--- config.mk ---
export PLATFORM = sky130hd
export DESIGN_NAME = dmem_arbiter_flat
export DESIGN_NICKNAME = d
export VERILOG_FILES = /design/src/rtl/dmem_pkg.sv /design/src/rtl/dmem_arbiter_if.sv /design/src/rtl/dmem_access_check.sv /design/src/rtl/dmem_arbiter.sv /design/src/flat_wrapper.sv
export SDC_FILE = /design/constraint.sdc
export NUM_CORES = 1
export LEC_CHECK = 0
export BUFFER_PORTS_ARGS = -buffer_cell sky130_fd_sc_hd__buf_2
export CAP_MARGIN = 20
export CORE_ASPECT_RATIO = 1.75
export CORE_UTILIZATION = 45
export DETAILED_ROUTE_END_ITERATION = 8
export GPL_TIMING_DRIVEN = 0
export PLACE_DENSITY = 0.8
export SLEW_MARGIN = 20
export SYNTH_ARGS = -nofsm -noshare
export SYNTH_HDL_FRONTEND = slang
export SYNTH_HIERARCHICAL = 1
export SYNTH_SLANG_ARGS = --single-unit
--- constraint.sdc ---
create_clock -name clk -period 2.88 [get_ports clk]
set_input_delay 0.288 -clock clk [delete_from_list [all_inputs] [get_ports clk]]
set_output_delay 0.288 -clock clk [all_outputs]
set_load 0.1 [all_outputs]
--- src/rtl/dmem_pkg.sv ---
// Shared types and constants for the data-memory arbiter: RV32I load/store
// funct3 encodings, the arbiter FSM state type and the latched request record.
package dmem_pkg;

  localparam int DMEM_ADDR_W = 32;
  localparam int DMEM_DATA_W = 32;

  localparam logic [2:0] F3_B  = 3'b000;
  localparam logic [2:0] F3_H  = 3'b001;
  localparam logic [2:0] F3_W  = 3'b010;
  localparam logic [2:0] F3_BU = 3'b100;
  localparam logic [2:0] F3_HU = 3'b101;

  typedef enum logic [1:0] {IDLE, ACCESS, RESP} arb_state_t;

  typedef struct packed {
    logic [DMEM_ADDR_W-1:0] addr;
    logic [DMEM_DATA_W-1:0] wdata;
    logic                   we;
    logic [2:0]             func3;
  } dmem_req_t;

endpackage

--- src/rtl/dmem_arbiter_if.sv ---
// Requester-side handshake plus the data_mem port of the arbiter.
// slave = arbiter side, master = requesters and memory side.
interface dmem_arbiter_if #(
  parameter int ADDR_W = 32,
  parameter int DATA_W = 32
);
  logic [1:0]             req_valid;
  logic [1:0]             req_ready;
  logic [1:0][ADDR_W-1:0] req_addr;
  logic [1:0][DATA_W-1:0] req_wdata;
  logic [1:0]             req_we;
  logic [1:0][2:0]        req_func3;

  logic [1:0]             rsp_valid;
  logic [DATA_W-1:0]      rsp_rdata;
  logic                   rsp_err;

  logic [ADDR_W-1:0]      mem_addr;
  logic [DATA_W-1:0]      mem_wdata;
  logic                   mem_we;
  logic [2:0]             mem_func3;
  logic [DATA_W-1:0]      mem_rdata;

  modport slave (
    input  req_valid, req_addr, req_wdata, req_we, req_func3, mem_rdata,
    output req_ready, rsp_valid, rsp_rdata, rsp_err,
           mem_addr, mem_wdata, mem_we, mem_func3
  );

  modport master (
    output req_valid, req_addr, req_wdata, req_we, req_func3, mem_rdata,
    input  req_ready, rsp_valid, rsp_rdata, rsp_err,
           mem_addr, mem_wdata, mem_we, mem_func3
  );
endinterface

--- src/rtl/dmem_access_check.sv ---
// Combinational legality and alignment check of a load/store request.
// err=1 means the access must not reach data_mem.
module dmem_access_check
  import dmem_pkg::*;
(
  input  logic [2:0] func3,
  input  logic       we,
  input  logic [1:0] addr_lo,
  output logic       err
);

  logic legal;
  logic misaligned;

  always_comb begin
    legal = 1'b0;
    case (func3)
      F3_B, F3_H, F3_W: legal = 1'b1;
      F3_BU, F3_HU:     legal = !we;   // unsigned variants exist only for loads
      default:          legal = 1'b0;
    endcase
    misaligned = (((func3 == F3_H) || (func3 == F3_HU)) && addr_lo[0]) ||
                 ((func3 == F3_W) && (addr_lo != 2'b00));
    err = !legal || misaligned;
  end

endmodule

--- src/rtl/dmem_arbiter.sv ---
// Two-requester arbiter/sequencer for the single-port data_mem: one request
// per IDLE->ACCESS->RESP round, rejected accesses skip ACCESS entirely.
module dmem_arbiter
  import dmem_pkg::*;
#(
  parameter int ADDR_W   = 32,
  parameter int DATA_W   = 32,
  parameter int RR_MODE  = 1,
  parameter int MAX_WAIT = 4
) (
  input  logic           clk,
  input  logic           rst_n,
  dmem_arbiter_if.slave  bus
);

  localparam int CNT_W = $clog2(MAX_WAIT + 1);

  arb_state_t        state_q, state_d;
  dmem_req_t         lat_q, sel;
  logic              owner_q, last_gnt_q;
  logic [CNT_W-1:0]  wait_cnt_q;
  logic              win_id, win_vld, acc_err, accept;
  logic [1:0]        gnt;
  logic [DATA_W-1:0] rsp_rdata_q;
  logic              rsp_err_q;

  // Winner selection and request mux
  always_comb begin
    win_vld = |bus.req_valid;
    if (RR_MODE != 0)
      win_id = (bus.req_valid == 2'b11) ? ~last_gnt_q : bus.req_valid[1];
    else
      win_id = bus.req_valid[1] &&
               (!bus.req_valid[0] || (wait_cnt_q >= CNT_W'(MAX_WAIT)));
    sel.addr  = DMEM_ADDR_W'(bus.req_addr[win_id]);
    sel.wdata = DMEM_DATA_W'(bus.req_wdata[win_id]);
    sel.we    = bus.req_we[win_id];
    sel.func3 = bus.req_func3[win_id];
  end

  dmem_access_check u_check (
    .func3   (sel.func3),
    .we      (sel.we),
    .addr_lo (sel.addr[1:0]),
    .err     (acc_err)
  );

  always_comb begin
    state_d = state_q;
    gnt     = 2'b00;
    case (state_q)
      IDLE: begin
        if (win_vld) begin
          gnt     = win_id ? 2'b10 : 2'b01;
          state_d = acc_err ? RESP : ACCESS;
        end
      end
      ACCESS:  state_d = RESP;
      RESP:    state_d = IDLE;
      default: state_d = IDLE;
    endcase
  end

  assign accept = (state_q == IDLE) && win_vld;

  // Control: state, ownership, round-robin pointer, starvation counter
  always_ff @(posedge clk or negedge rst_n) begin
    if (!rst_n) begin
      state_q    <= IDLE;
      owner_q    <= 1'b0;
      last_gnt_q <= 1'b0;
      wait_cnt_q <= '0;
    end else begin
      state_q <= state_d;
      if (accept) begin
        owner_q    <= win_id;
        last_gnt_q <= win_id;
      end
      if (!bus.req_valid[1])
        wait_cnt_q <= '0;
      else if (accept) begin
        if (win_id)
          wait_cnt_q <= '0;
        else if (wait_cnt_q < CNT_W'(MAX_WAIT))
          wait_cnt_q <= wait_cnt_q + CNT_W'(1);
      end
    end
  end

  // Data: request latch and registered response
  always_ff @(posedge clk or negedge rst_n) begin
    if (!rst_n) begin
      lat_q       <= '0;
      rsp_rdata_q <= '0;
      rsp_err_q   <= 1'b0;
    end else begin
      if (accept) begin
        rsp_err_q   <= acc_err;
        rsp_rdata_q <= '0;
        if (!acc_err)
          lat_q <= sel;   // rejected requests leave the memory bus untouched
      end else if ((state_q == ACCESS) && !lat_q.we) begin
        rsp_rdata_q <= bus.mem_rdata;
      end
    end
  end

  // Ready is forced low while reset is asserted so all outputs read zero.
  assign bus.req_ready = rst_n ? gnt : 2'b00;
  assign bus.rsp_valid = (state_q == RESP) ? (owner_q ? 2'b10 : 2'b01) : 2'b00;
  assign bus.rsp_rdata = rsp_rdata_q;
  assign bus.rsp_err   = rsp_err_q;
  assign bus.mem_addr  = ADDR_W'(lat_q.addr);
  assign bus.mem_wdata = DATA_W'(lat_q.wdata);
  assign bus.mem_func3 = lat_q.func3;
  assign bus.mem_we    = (state_q == ACCESS) && lat_q.we;

endmodule

--- src/flat_wrapper.sv ---
// flat-port wrapper written by rule: the top's interface ports become plain ports
module dmem_arbiter_flat import dmem_pkg::*;
#(
  parameter int ADDR_W   = 32,
  parameter int DATA_W   = 32,
  parameter int RR_MODE  = 1,
  parameter int MAX_WAIT = 4
)
  (clk, rst_n, bus_req_valid, bus_req_addr, bus_req_wdata, bus_req_we, bus_req_func3, bus_mem_rdata, bus_req_ready, bus_rsp_valid, bus_rsp_rdata, bus_rsp_err, bus_mem_addr, bus_mem_wdata, bus_mem_we, bus_mem_func3);
  dmem_arbiter_if #(.ADDR_W(ADDR_W), .DATA_W(DATA_W)) bus_i ();
  input  logic clk;
  input  logic rst_n;
  input wire logic [$bits(bus_i.req_valid)-1:0] bus_req_valid;
  input wire logic [$bits(bus_i.req_addr)-1:0] bus_req_addr;
  input wire logic [$bits(bus_i.req_wdata)-1:0] bus_req_wdata;
  input wire logic [$bits(bus_i.req_we)-1:0] bus_req_we;
  input wire logic [$bits(bus_i.req_func3)-1:0] bus_req_func3;
  input wire logic [$bits(bus_i.mem_rdata)-1:0] bus_mem_rdata;
  output wire logic [$bits(bus_i.req_ready)-1:0] bus_req_ready;
  output wire logic [$bits(bus_i.rsp_valid)-1:0] bus_rsp_valid;
  output wire logic [$bits(bus_i.rsp_rdata)-1:0] bus_rsp_rdata;
  output wire logic [$bits(bus_i.rsp_err)-1:0] bus_rsp_err;
  output wire logic [$bits(bus_i.mem_addr)-1:0] bus_mem_addr;
  output wire logic [$bits(bus_i.mem_wdata)-1:0] bus_mem_wdata;
  output wire logic [$bits(bus_i.mem_we)-1:0] bus_mem_we;
  output wire logic [$bits(bus_i.mem_func3)-1:0] bus_mem_func3;
  assign bus_i.req_valid = bus_req_valid;
  assign bus_i.req_addr = bus_req_addr;
  assign bus_i.req_wdata = bus_req_wdata;
  assign bus_i.req_we = bus_req_we;
  assign bus_i.req_func3 = bus_req_func3;
  assign bus_i.mem_rdata = bus_mem_rdata;
  assign bus_req_ready = bus_i.req_ready;
  assign bus_rsp_valid = bus_i.rsp_valid;
  assign bus_rsp_rdata = bus_i.rsp_rdata;
  assign bus_rsp_err = bus_i.rsp_err;
  assign bus_mem_addr = bus_i.mem_addr;
  assign bus_mem_wdata = bus_i.mem_wdata;
  assign bus_mem_we = bus_i.mem_we;
  assign bus_mem_func3 = bus_i.mem_func3;
  dmem_arbiter #(.ADDR_W(ADDR_W), .DATA_W(DATA_W), .RR_MODE(RR_MODE), .MAX_WAIT(MAX_WAIT)) u_core (.clk(clk), .rst_n(rst_n), .bus(bus_i));
endmodule
== Word level (Yosys, flattened, before mapping) ==
Cells that the tools add are included.

* Order comparisons: 1
* Equal/unequal tests: 8
* Mux-type cells: 21
* Bitwise logic cells: 2
* Reductions and logical operators: 19

{| class="wikitable"
|+ Operators by type and width
! kind !! number
|-
| $mux 32 || 6
|-
| $mux 2 || 8
|-
| $eq 3x3->1 const B || 2
|-
| $mux 3 || 2
|-
| $logic_and 1x1->1 || 5
|-
| $eq 2x2->1 const B || 2
|-
| $pmux 2 s2 || 1
|-
| $reduce_bool 2->1 || 2
|-
| $reduce_or 2->1 || 2
|-
| $eq 3x1->1 const B || 1
|-
| $eq 3x2->1 const B || 1
|-
| $logic_not 1->1 || 3
|-
| $logic_not 3->1 || 1
|-
| $logic_or 1x1->1 || 3
|-
| $mux 1 || 3
|-
| $reduce_or 3->1 || 1
|-
| $eq 2x1->1 const B || 1
|-
| $logic_not 2->1 || 1
|-
| $lt 1x2->1 const B || 1
|-
| $ne 2x1->1 const B || 1
|-
| $not 1->1 || 2
|-
| $pmux 1 s2 || 1
|-
| $reduce_and 2->1 || 1
|}

* Bits in registers: 104
* Input bits: 172
* Output and inout port bits: 105
* Logic and storage cells: 59

== Logic depth before layout (Yosys ltp) ==
Gate-level depths: netlist of the first run.

* Word-level depth: 12
* Gate-level depth with buffers: 10
* Gate-level depth less buffers: 6

== By module ==
The synthesis of the first run kept the hierarchy.

{| class="wikitable"
|+ Modules (own cells, without submodules)
! module !! times used !! cells each !! area an instance (um^2) !! seq. area each (um^2)
|-
| dmem_arbiter || 1 || 381 || 5192.5 || 2602.5
|-
| dmem_access_check || 1 || 3 || 18.8 || 0.0
|}

== Least setup slack after synthesis of the first run ==
Ideal clock, no wire load.

* Kind: register to output
* From: reg u_core.state_q[0]
* To: out bus_mem_we
* Arrival time: 2.770 ns
* Data required time: 2.592 ns
* Slack: -0.178 ns
* Stages on the path, launching flop included: 3
* Path buffers: 0
* Path through: dfrtp_1 > inv_1 > nor3b_1

* Word-level cells in the longest chain between the ends: 2

{| class="wikitable"
|+ RTL lines
! element !! line !! RTL
|-
| from (decl) || dmem_arbiter.sv:18 || <nowiki>arb_state_t state_q, state_d;</nowiki>
|-
| from (signal assigned) || dmem_arbiter.sv:74 || <nowiki>state_q <= state_d;</nowiki>
|-
| $eq 2x1->1 || dmem_arbiter.sv:116 || <nowiki>assign bus.mem_we = (state_q == ACCESS) && lat_q.we;</nowiki>
|-
| $logic_and 1x1->1 || dmem_arbiter.sv:116 ||
|-
| to (decl) || flat_wrapper.sv:25 || <nowiki>output wire logic [$bits(bus_i.mem_we)-1:0] bus_mem_we;</nowiki>
|}

No other way between the ends.

==> run summary, run 1 <==
The data required time at the worst endpoint is 3.10 ns. The total vias in the final route came out at 4024. The per-instance average area after synthesis came out at 13.6 sq um.

The category of the most critical setup path is flip-flop to flip-flop. The count of boundary I/O pins came out at 277. The tightest min-delay check is of the input pin to flip-flop type. Of the synthesized area, sequential elements account for 49.9%. The final-report hold violation count was 0. The number of antenna violations at the first check in global routing is 1.

The total global routing track utilization is 20.8%. The post-route netlist has 76.0% of its cells at a drive strength greater than 1. The critical path ends at u_core/bus.mem_addr[26].

After synthesis, the largest family of logic cells by area is multiplexers. The cell area after synthesis is 5210 sq um. The post-synthesis xor/xnor area fraction came out at 0%. STA classifies the critical path startpoint as a flip-flop.

The critical path goes through a21boi_4 > buf_6 > mux2_2 > nor4_4 > nor2_2 > nor4_4 > buf_6 > buf_6 > buf_6 > mux2_2. The aggregate routed wire length came out at 12800 microns. Setup repair after global routing left no endpoint under its margin. The critical path crosses 10 cells after its start point. The post-synthesis to final-layout area growth came out at 37.1%. The number of routed nets with antenna violations is 0. The run finished with clean final reports. The first-pass GRT wire length came out at 19600 microns.

The level count of the clock H-tree came out at 3. The proportion of synthesized flip-flops having asynchronous set or reset came out at 100%. The total grt overflow came out at 0. After Yosys synthesis, full adders, half adders and majority gates account for 0% of the synthesized area. Static timing analysis puts the maximum clock frequency at 0.373 GHz. The count of final setup violators is 0. The worst-case clock buffer depth is 2. The number of buffers inserted during clock tree synthesis is 9. The fraction of the mapped netlist area in compound gates came out at 6.65%. The number of cells on the worst reg-to-reg path is 10.

The worst register-to-register path ends at u_core/bus.mem_addr[26]. The net count reported at finish is 846. The number of distinct library cells after synthesis is 23. The slowest stage of the critical path belongs to the cell sky130_fd_sc_hd__dfrtp_2. The category of the worst setup path capture point is a flip-flop. The reported max-cap violation count is 0. The number of max-slew violations in the final report is 0. The number of storage elements in the synthesis netlist is 104. Counting every net in the synthesized netlist gives 556.

The number of buffer and inverter stages on the critical path is 4. The minimum clock period came out at 2.68 ns. The most used flip-flop cell after synthesis is sky130_fd_sc_hd__dfrtp_1. The area fraction in and, or, nand and nor cells after synthesis is 1.56%.

The area share of the largest cell type after synthesis came out at 49.9%. The most instantiated library cell after synthesis is sky130_fd_sc_hd__mux2_2. Multiplexer cells account for 29.6% of the synthesized area. Setup slack on the worst reg-to-reg path comes out at 0.20 ns.

The detailed-route DRC error count came out at 0. The synthesized design spends more area on one cell type than any other, namely sky130_fd_sc_hd__dfrtp_1. The endpoint arrival time on the critical path is 2.90 ns.

At the pin with the least slew margin, the transition time is 0.516 ns. The most numerous cell type found on the critical path is sky130_fd_sc_hd__buf_6. The longest individual stage delay on the worst path came out at 0.46 ns. The DRC marker count from the first detailed-route iteration came out at 69.

The sink count of the clock tree is 104. The origin of the critical flop-to-flop path is u_core/last_gnt_q. The number of synthesis warnings is 6. The die area is 12000 sq um. Grouping stages by cell kind, the critical path spends the most delay in multiplexers. The via count of the first global-routing pass was 4143. The cell count after synthesis came out at 384. In the post-synthesis netlist, the biggest area contributors are sky130_fd_sc_hd__dfrtp_1 (50%), sky130_fd_sc_hd__mux2_2 (28%), sky130_fd_sc_hd__buf_4 (9.8%). TritonCTS built the clock tree. The final estimated routing congestion in global placement is 0.779. Summed over all nets, the half-perimeter wirelength after detailed placement is 10400 microns.

In the synthesized netlist, the cells that appear most often are sky130_fd_sc_hd__mux2_2 (128), sky130_fd_sc_hd__dfrtp_1 (104), sky130_fd_sc_hd__buf_4 (68). The number of iterations in the first detailed-routing pass is 4. The number of placement rows came out at 51.

The via count normalized by instance count is 4.96. The initial cell density of the core came out at 46.4%. After detailed routing, the average wire length per cell comes to 15.8 microns. Clock-pin slew was measured on the worst setup and hold paths at 0.07 ns. The number of filler instances in the final layout is 895. The synthesized design contains 0 enable-type register cells. Port buffering added 275 buffers. The critical-path maximum fanout came out at 10. Tracing the worst setup path back leads to its startpoint at u_core/last_gnt_q. The setup skew after layout is 0.0100 ns.

The final period utilization came out at 93.1%. The area of the core came out at 11200 sq um. For the final routed database, the setup TNS stands at 0 ns. The source-to-sink clock delay at the later pin of the worst-skew pair came out at 0.34 ns.

The horizontal extent of the die came out at 83.3 microns. The worst slew slack as a fraction of its limit came out at 65.9%. The die is 144 microns tall. The pin count of the biggest net entering global routing came out at 55. The tree is rooted in a sky130_fd_sc_hd__clkbuf_16.
[per-stage QoR]
step | setup WS [ns] | instance area, sq um | utilization, % | hold WS, ns | std cells
CTS | 0.0278 | 7110 | 63.3 | 0.160 | 811
detailed placement | -0.345 | 6800 | 60.5 | 0.274 | 792
global placement | -0.367 | 6760 | 60.2 | 0.478 | 791
finish | 0.198 | 7150 | 63.6 | 0.174 | 812
floorplan | 0.251 | 5220 | - | -0.00759 | 384
global route | 0.0209 | 7140 | 63.6 | 0.161 | 811
[worst min path at each step]
stage / startpoint / to / cells after the start
final: bus_mem_rdata[3] / u_core/bus.rsp_rdata[3] / 2
after global routing: bus_mem_rdata[11] / u_core/bus.rsp_rdata[11] / 2
after detailed placement: rst_n / u_core/bus.rsp_rdata[30] / 1
after global placement: u_core/bus.rsp_rdata[21] / u_core/bus.rsp_rdata[21] / 1
after floorplan: rst_n / u_core/bus.mem_addr[0] / 0
after CTS: bus_mem_rdata[3] / u_core/bus.rsp_rdata[3] / 2
[worst register-to-register path: stages (launching register included)]
cell                       delay, ns
sky130_fd_sc_hd__dfrtp_2        0.46
sky130_fd_sc_hd__a21boi_4       0.19
sky130_fd_sc_hd__buf_6          0.17
sky130_fd_sc_hd__mux2_2         0.40
sky130_fd_sc_hd__nor4_4         0.29
sky130_fd_sc_hd__nor2_2         0.10
sky130_fd_sc_hd__nor4_4         0.15
sky130_fd_sc_hd__buf_6          0.16
sky130_fd_sc_hd__buf_6          0.15
sky130_fd_sc_hd__buf_6          0.16
sky130_fd_sc_hd__mux2_2         0.34
[state kept, by name (all words and copies together) (netlist names)]
register / count
u_core/bus.mem_wdata: 32
u_core/last_gnt_q: 1
u_core/bus.rsp_rdata: 32
u_core/state_q: 2
u_core/bus.rsp_err: 1
u_core/lat_q: 1
u_core/bus.mem_addr: 32
u_core/bus.mem_func3: 3
[cell families (layout without fill, tap and decap cells)]
logic type      Yosys count  in the layout
flops                   104            104
simple gates             11             11
other cells               0              1
buf+inv                  91            386
compound gates           41             41
mux                     137            137
[final cells by class]
class	instances	area (sq um)	area share, %
inverters	2	7.51	0.105
plain buffers	89	634	8.88
repair buffers	279	1440	20.1
clock buffers	11	243	3.40
clock inverters	5	40.0	0.560
flip-flops and latches	104	2600	36.4
multi-input cells	189	2010	28.2
well taps	132	165	2.31
diodes	1	2.50	0.0350
[metal layers]
layer	global-route usage (%)	up-vias	share of wire, %
met5	0	-	0
met2	40.2	195	56
met4	10.3	0	3.2
li1	-	1885	-
met3	4.79	35	6.9
met1	20.5	1909	34
[what timing repair did]
item                       CTS  global route
setup endpoints to repair   69            59
gates resized for setup      1             7
setup buffers                2             0
pin swaps                    2             0
hold buffers                 1             0
hold endpoints to repair    52             0
[cell usage in the layout (no fill, tap or decap), types with 3 or more instances in the layout]
cell                         count
sky130_fd_sc_hd__mux2_1          9
sky130_fd_sc_hd__a22o_1         32
sky130_fd_sc_hd__clkbuf_16       9
sky130_fd_sc_hd__buf_4          68
sky130_fd_sc_hd__clkbuf_1        4
sky130_fd_sc_hd__mux2_2        128
sky130_fd_sc_hd__buf_6           6
sky130_fd_sc_hd__dfrtp_1       103
sky130_fd_sc_hd__buf_2         289
sky130_fd_sc_hd__clkinvlp_4      3
Power of run 1 is not shown: default switching activity piles up to over one toggle a cycle in this logic, so the estimate is an artifact.
==> inputs of run 2 (changes only) <==
CTS_CLUSTER_DIAMETER = 30   (was unset)
SETUP_SLACK_MARGIN = 0.5   (was unset)
==> run 2 against run 1 <==
  * Maximum frequency increased by 3.3%
  * Count of clock-buffer cells in the layout shrank 1
  * Setup slack better by 0.085 ns
  * Flip-flop and latch count did not move
  * Global-route usage is 0.37 points higher
  * Critical path depth increased by 1
  * Core utilization is 3.4 points higher
  * Non-clock buffer count rose by 19
  * Clock skew is 0.0019 ns lower
  * First-iteration DRC count did not move
  * Die area unchanged
  * Critical path type unchanged
  * Critical endpoint is now u_core/bus.mem_addr[22]
  * Largest cell class unchanged
==> run summary, run 2 (same netlist as run 1, synthesis figures left out) <==
The reported max-cap violation count is 0 (unchanged). The via count normalized by instance count came out at 4.91 (-0.98%). The final estimated routing congestion in global placement is 0.759 (-2.6%). The source-to-sink clock delay at the later pin of the worst-skew pair is 0.34 ns (about the same). The clock transition at the registers of the reported paths was 0.07 ns (about the same). The number of input and output port buffers inserted came out at 275 (unchanged).

The routed length per instance is 15.6 microns (-0.73%). The number of buffers inserted during clock tree synthesis came out at 9 (unchanged). The endpoint arrival time on the critical path came to 2.82 ns (-0.08 ns). The pin count of the biggest net entering global routing is 85 (+55%). The root buffer cell chosen for the clock tree is sky130_fd_sc_hd__clkbuf_16. The first-pass GRT wire length came out at 19900 microns (+1.3%). The timing-limited maximum frequency came to 0.385 GHz (+3.3%). The data required time at the worst endpoint came to 3.10 ns (about the same).

The net count reported at finish came to 865 (+2.2%). The area taken by multi-input logic gates came out at 2090 sq um (+3.8%). Setup repair after global routing could not meet its margin everywhere. The number of antenna violations at the first check in global routing came out at 0 (-1). The final-report hold violation count is 0 (unchanged).

The aggregate routed wire length came out at 13000 microns (+1.5%). The number of iterations in the first detailed-routing pass came out at 4 (unchanged). The total global routing track utilization is 21.1% (+0.37 points). The worst slack on hold paths came out at 0.167 ns (-0.00629 ns). The setup skew after layout was 0.00813 ns (-0.00190 ns).

The count of final setup violators came out at 0 (unchanged). The die area was 12000 sq um (unchanged). The run finished with clean final reports. The level count of the clock H-tree is 3 (unchanged). The measured slew at the worst slew-check pin is 0.522 ns (+0.00647 ns). TritonCTS built the clock tree.

The sink count of the clock tree came out at 104 (unchanged). The post-detailed-placement half-perimeter wirelength came out at 9830 microns (-5.2%). The top cell types in the final layout, fill and taps aside, are sky130_fd_sc_hd__buf_2 (283), sky130_fd_sc_hd__mux2_2 (112), sky130_fd_sc_hd__dfrtp_1 (103).

The area growth from synthesis to layout is 44.5%. The post-layout instance area was 7530 sq um (+5.4%). The count of boundary I/O pins is 277 (unchanged). The category of the worst setup path capture point is a flip-flop. The area of the core is 11200 sq um (unchanged). The critical-path maximum fanout came to 5 (-5). The detailed-route DRC error count is 0 (unchanged). The instance area at placement is 6830 sq um (+0.50%). The DRC marker count from the first detailed-route iteration came out at 69 (unchanged). The initial cell density of the core came out at 46.4% (unchanged).

The number of placement rows is 51 (unchanged). The number of filler instances in the final layout is 848 (-5.3%). The worst-case clock buffer depth was 2 (unchanged). The worst slew slack as a fraction of its limit was 65.2% (-0.67 points). The number of max-slew violations in the final report is 0 (unchanged). The kind of start point of the critical path is a flip-flop.

The share of cells above drive strength 1 is 76.8% (+0.80 points). The number of antenna repair diodes came out at 0 (-1). The setup path with the least slack is of type flip-flop to flip-flop. The minimum clock period came to 2.60 ns (-0.0855 ns). The die outline height is 144 microns (unchanged). The via count of the first global-routing pass came out at 4151 (+0.19%).

The final period utilization is 90.2% (-3.0 points). Leaving out fill and tap cells, the most frequent cell in the layout is sky130_fd_sc_hd__buf_2. The number of routed nets with antenna violations came out at 0 (unchanged).

The type of the most critical hold path is input pin to flip-flop. The total vias in the final route is 4073 (+1.2%). The horizontal extent of the die came out at 83.3 microns (unchanged).

The sequential standard cell area came out at 2600 sq um (unchanged). The total grt overflow is 0 (unchanged). The share of the core filled with cells in the final layout came out at 67.0% (+3.4 points).
-- run 2: worst max-delay path, stage by stage (launching register included) --
cell and delay [ns]:
sky130_fd_sc_hd__dfrtp_2 0.43, sky130_fd_sc_hd__a21boi_4 0.22, sky130_fd_sc_hd__buf_8 0.15, sky130_fd_sc_hd__mux2_4 0.34, sky130_fd_sc_hd__a221oi_4 0.32, sky130_fd_sc_hd__nor2_4 0.08
sky130_fd_sc_hd__nor4_4 0.15, sky130_fd_sc_hd__buf_4 0.16, sky130_fd_sc_hd__buf_8 0.11, sky130_fd_sc_hd__buf_12 0.09, sky130_fd_sc_hd__buf_8 0.12, sky130_fd_sc_hd__mux2_4 0.30
-- run 2: what timing repair did --
action / CTS / global route
setup endpoints to repair: 70 / 71
hold buffers: 2 / 0
gates cloned: 2 / 0
gates resized for setup: 30 / 6
pin swaps: 5 / 3
hold endpoints to repair: 22 / 0
setup buffers: 16 / 2
-- run 2: worst paths after layout --
path                                          from                 endpoint  slack [ns]  cells past startpoint
hold / removal                    bus_mem_rdata[8]  u_core/bus.rsp_rdata[8]        0.17                      2
hold reg to reg            u_core/bus.rsp_rdata[0]  u_core/bus.rsp_rdata[0]        0.50                      1
min in group asynchronous                    rst_n  u_core/bus.mem_addr[29]        0.54                      3
setup reg to reg                 u_core/last_gnt_q  u_core/bus.mem_addr[22]        0.28                     11
setup / recovery                 u_core/last_gnt_q  u_core/bus.mem_addr[22]        0.28                     11
max in group asynchronous                    rst_n  u_core/bus.mem_addr[22]        1.89                      3
-- run 2: layout make-up --
class,count,share of cell area (%)
inverters,2,0.0997
plain buffers,89,8.94
clock inverters,6,1.28
well taps,132,2.19
multi-input cells,189,27.7
flip-flops and latches,104,34.6
clock buffers,10,3.17
repair buffers,298,22.0
-- run 2: metrics by stage --
stage | setup TNS [ns] | std cells | worst slack, ns
after global routing | 0 | 830 | 0.190
after detailed placement | -12.11 | 792 | -0.235
after floorplan | 0 | 384 | 0.389
after global placement | -11.24 | 791 | -0.221
final | 0 | 830 | 0.284
after CTS | 0 | 828 | 0.257
-- run 2: metal layers --
metal / part of all wire (%) / vias to the layer above / GRT usage [%]
met5: 0 / - / 0
met4: 3.8 / 0 / 11.7
met3: 5.0 / 36 / 3.71
met2: 56 / 181 / 39.9
met1: 35 / 1934 / 22.0
li1: - / 1922 / -
Power of run 2 is left out for the same reason.
==> inputs of run 3 (changes only) <==
RECOVER_POWER = 25   (was unset)
==> run 3 against run 2 <==
  * Wire length is essentially flat
  * Count of clock-buffer cells in the layout did not move
  * Register-to-register slack about the same
  * Non-clock buffer count is the same
  * Critical endpoint unchanged
  * Flip-flop and latch count stayed put
  * Design area about the same
==> run summary, run 3 (same netlist as run 1, synthesis figures left out) <==
The run finished with clean final reports. The TritonCTS clock tree is yes. The library cell appearing most often on the critical path is sky130_fd_sc_hd__buf_8. The number of routed nets with antenna violations was 0 (unchanged).

The routing usage on met2 came out at 39.9% (unchanged). The endpoint arrival time on the critical path came out at 2.82 ns (about the same). The area of the core came to 11200 sq um (unchanged). The critical-path maximum fanout came to 5 (unchanged). In this run the most used layer during global routing was met2. The post-detailed-placement half-perimeter wirelength is 9830 microns (unchanged). The net count reported at finish came to 865 (unchanged). The number of input and output port buffers inserted is 275 (unchanged). The final estimated routing congestion in global placement was 0.759 (unchanged). The number of max-slew violations in the final report came out at 0 (unchanged).

The die outline height came out at 144 microns (unchanged). The worst setup path is captured at a flip-flop. The first-pass GRT wire length is 19900 microns (unchanged). The total global routing track utilization was 21.1% (unchanged). The area taken by multi-input logic gates came to 2090 sq um (unchanged). The sequential standard cell area is 2600 sq um (unchanged).

The total vias in the final route is 4084 (+0.27%). The met3 layer usage reported by global route came to 3.71% (unchanged). The number of placement rows is 51 (unchanged). The initial cell density of the core is 46.4% (unchanged). The post-route setup TNS is 0 ns (unchanged). The number of buffer and inverter stages on the critical path came to 5 (unchanged). The CTS root buffer is sky130_fd_sc_hd__clkbuf_16. The via count of the first global-routing pass is 4151 (unchanged). The routed length per instance is 15.6 microns (about the same). The type of the most critical hold path is input pin to flip-flop. The top cell types in the final layout, fill and taps aside, are sky130_fd_sc_hd__buf_2 (283), sky130_fd_sc_hd__mux2_2 (112), sky130_fd_sc_hd__dfrtp_1 (103). The die area is 12000 sq um (unchanged). The critical path goes through a21boi_4 > buf_8 > mux2_4 > a221oi_4 > nor2_4 > nor4_4 > buf_4 > buf_8 > buf_12 > buf_8 > mux2_4. The final period utilization came out at 90.1% (about the same). The timing-limited maximum frequency is 0.385 GHz (about the same). The endpoint identified for the worst register-to-register timing path is u_core/bus.mem_addr[22]. The minimum setup slack among reg-to-reg paths came out at 0.28 ns (about the same). In this run the critical register-to-register path is launched from u_core/last_gnt_q. The data required time at the worst endpoint is 3.10 ns (about the same). The via count normalized by instance count came out at 4.92 (+0.27%).

The most frequent standard cell in the layout excluding fill and tap cells is sky130_fd_sc_hd__buf_2. The minimum clock period came out at 2.60 ns (-0.000269 ns). The slowest stage of the critical path is the sky130_fd_sc_hd__dfrtp_2 cell. The number of antenna violations at the first check in global routing is 0 (unchanged). The kind of start point of the critical path is a flip-flop. The total grt overflow is 0 (unchanged). For hold timing, the worst endpoint is u_core/bus.rsp_rdata[8]. The sink count of the clock tree came out at 104 (unchanged).

The number of buffers inserted during clock tree synthesis came out at 9 (unchanged). The count of final setup violators came to 0 (unchanged). The worst-case clock buffer depth is 2 (unchanged). The share of the core filled with cells in the final layout came out at 67.0% (about the same). The setup skew after layout is 0.00805 ns (-0.0000871 ns). The cell depth of the worst min-delay path is 2 (unchanged). The source-to-sink clock delay at the later pin of the worst-skew pair came out at 0.33 ns (about the same).

The final-report hold violation count came out at 0 (unchanged). The detailed-route DRC error count came to 0 (unchanged). The share of cells above drive strength 1 is 76.6% (-0.14 points). The number of antenna repair diodes came out at 0 (unchanged). The horizontal extent of the die is 83.3 microns (unchanged). The depth of the worst register-to-register path is 11 (unchanged). The post-synthesis to final-layout area growth is 44.3% (about the same). The measured slew at the worst slew-check pin is 0.525 ns (+0.00239 ns). The setup path with the least slack is of type flip-flop to flip-flop.

The pin count of the biggest net entering global routing came to 85 (unchanged). The worst hold path begins at bus_mem_rdata[8]. The aggregate routed wire length is 13000 microns (about the same). Setup repair after global routing could not meet its margin everywhere. The worst slew slack as a fraction of its limit came out at 65.0% (-0.16 points). The level count of the clock H-tree is 3 (unchanged). The family with the most delay on the worst path is multiplexers.

The number of filler instances in the final layout is 850 (+0.24%). The number of iterations in the first detailed-routing pass came to 4 (unchanged). The DRC marker count from the first detailed-route iteration came out at 67 (-2.9%). The clock transition at the registers of the reported paths is 0.07 ns (about the same). The global routing met1 resource utilization is 22.0% (unchanged). The reported max-cap violation count is 0 (unchanged).

The count of boundary I/O pins was 277 (unchanged). The longest individual stage delay on the worst path came out at 0.43 ns (about the same).
-- run 3: cell count changes in the layout (fill, tap and decap cells not counted), sizes merged --
cell,delta
buf,-1
clkbuf,+1
-- run 3: metal layers --
metal	part of all wire, %	vias to the layer above
met2	56	183
li1	-	1922
met1	35	1943
met4	3.8	0
met3	5.1	36
met5	0	-
-- run 3: per-stage QoR --
stage | std cells | hold WS [ns] | worst slack [ns] | area [sq um]
4_1_cts | 828 | 0.156 | 0.257 | 7490
3_5_place_dp | 792 | 0.163 | -0.235 | 6830
3_3_place_gp | 791 | 0.477 | -0.221 | 6800
6_report | 830 | 0.168 | 0.284 | 7520
2_1_floorplan | 384 | -0.00759 | 0.389 | 5260
5_1_grt | 830 | 0.156 | 0.190 | 7520
-- run 3: worst max path at each step --
stage,start,to,slack (ns),cells past startpoint
floorplan,u_core/last_gnt_q,u_core/bus.mem_addr[22],0.39,9
global placement,rst_n,bus_req_ready[0],-0.22,3
detailed placement,u_core/last_gnt_q,u_core/bus.mem_wdata[30],-0.23,8
CTS,u_core/last_gnt_q,u_core/bus.mem_func3[2],0.26,10
global route,u_core/last_gnt_q,u_core/bus.mem_addr[22],0.19,11
finish,u_core/last_gnt_q,u_core/bus.mem_addr[22],0.28,11
-- run 3: area by class of cell --
cell class | count | area share [%]
Timing Repair Buffer | 298 | 21.9
Multi-Input combinational cell | 189 | 27.8
Inverter | 2 | 0.0998
Clock buffer | 10 | 3.18
Sequential cell | 104 | 34.6
Buffer | 89 | 8.95
Tap cell | 132 | 2.20
Clock inverter | 6 | 1.28
-- run 3: what timing repair did --
action	in CTS	in global routing
gates resized for setup	30	6
pin swaps	5	3
hold endpoints to repair	22	0
setup endpoints to repair	70	71
cloned	2	0
buffers inserted	16	2
hold buffers	2	0
Power of run 3 is left out for the same reason.
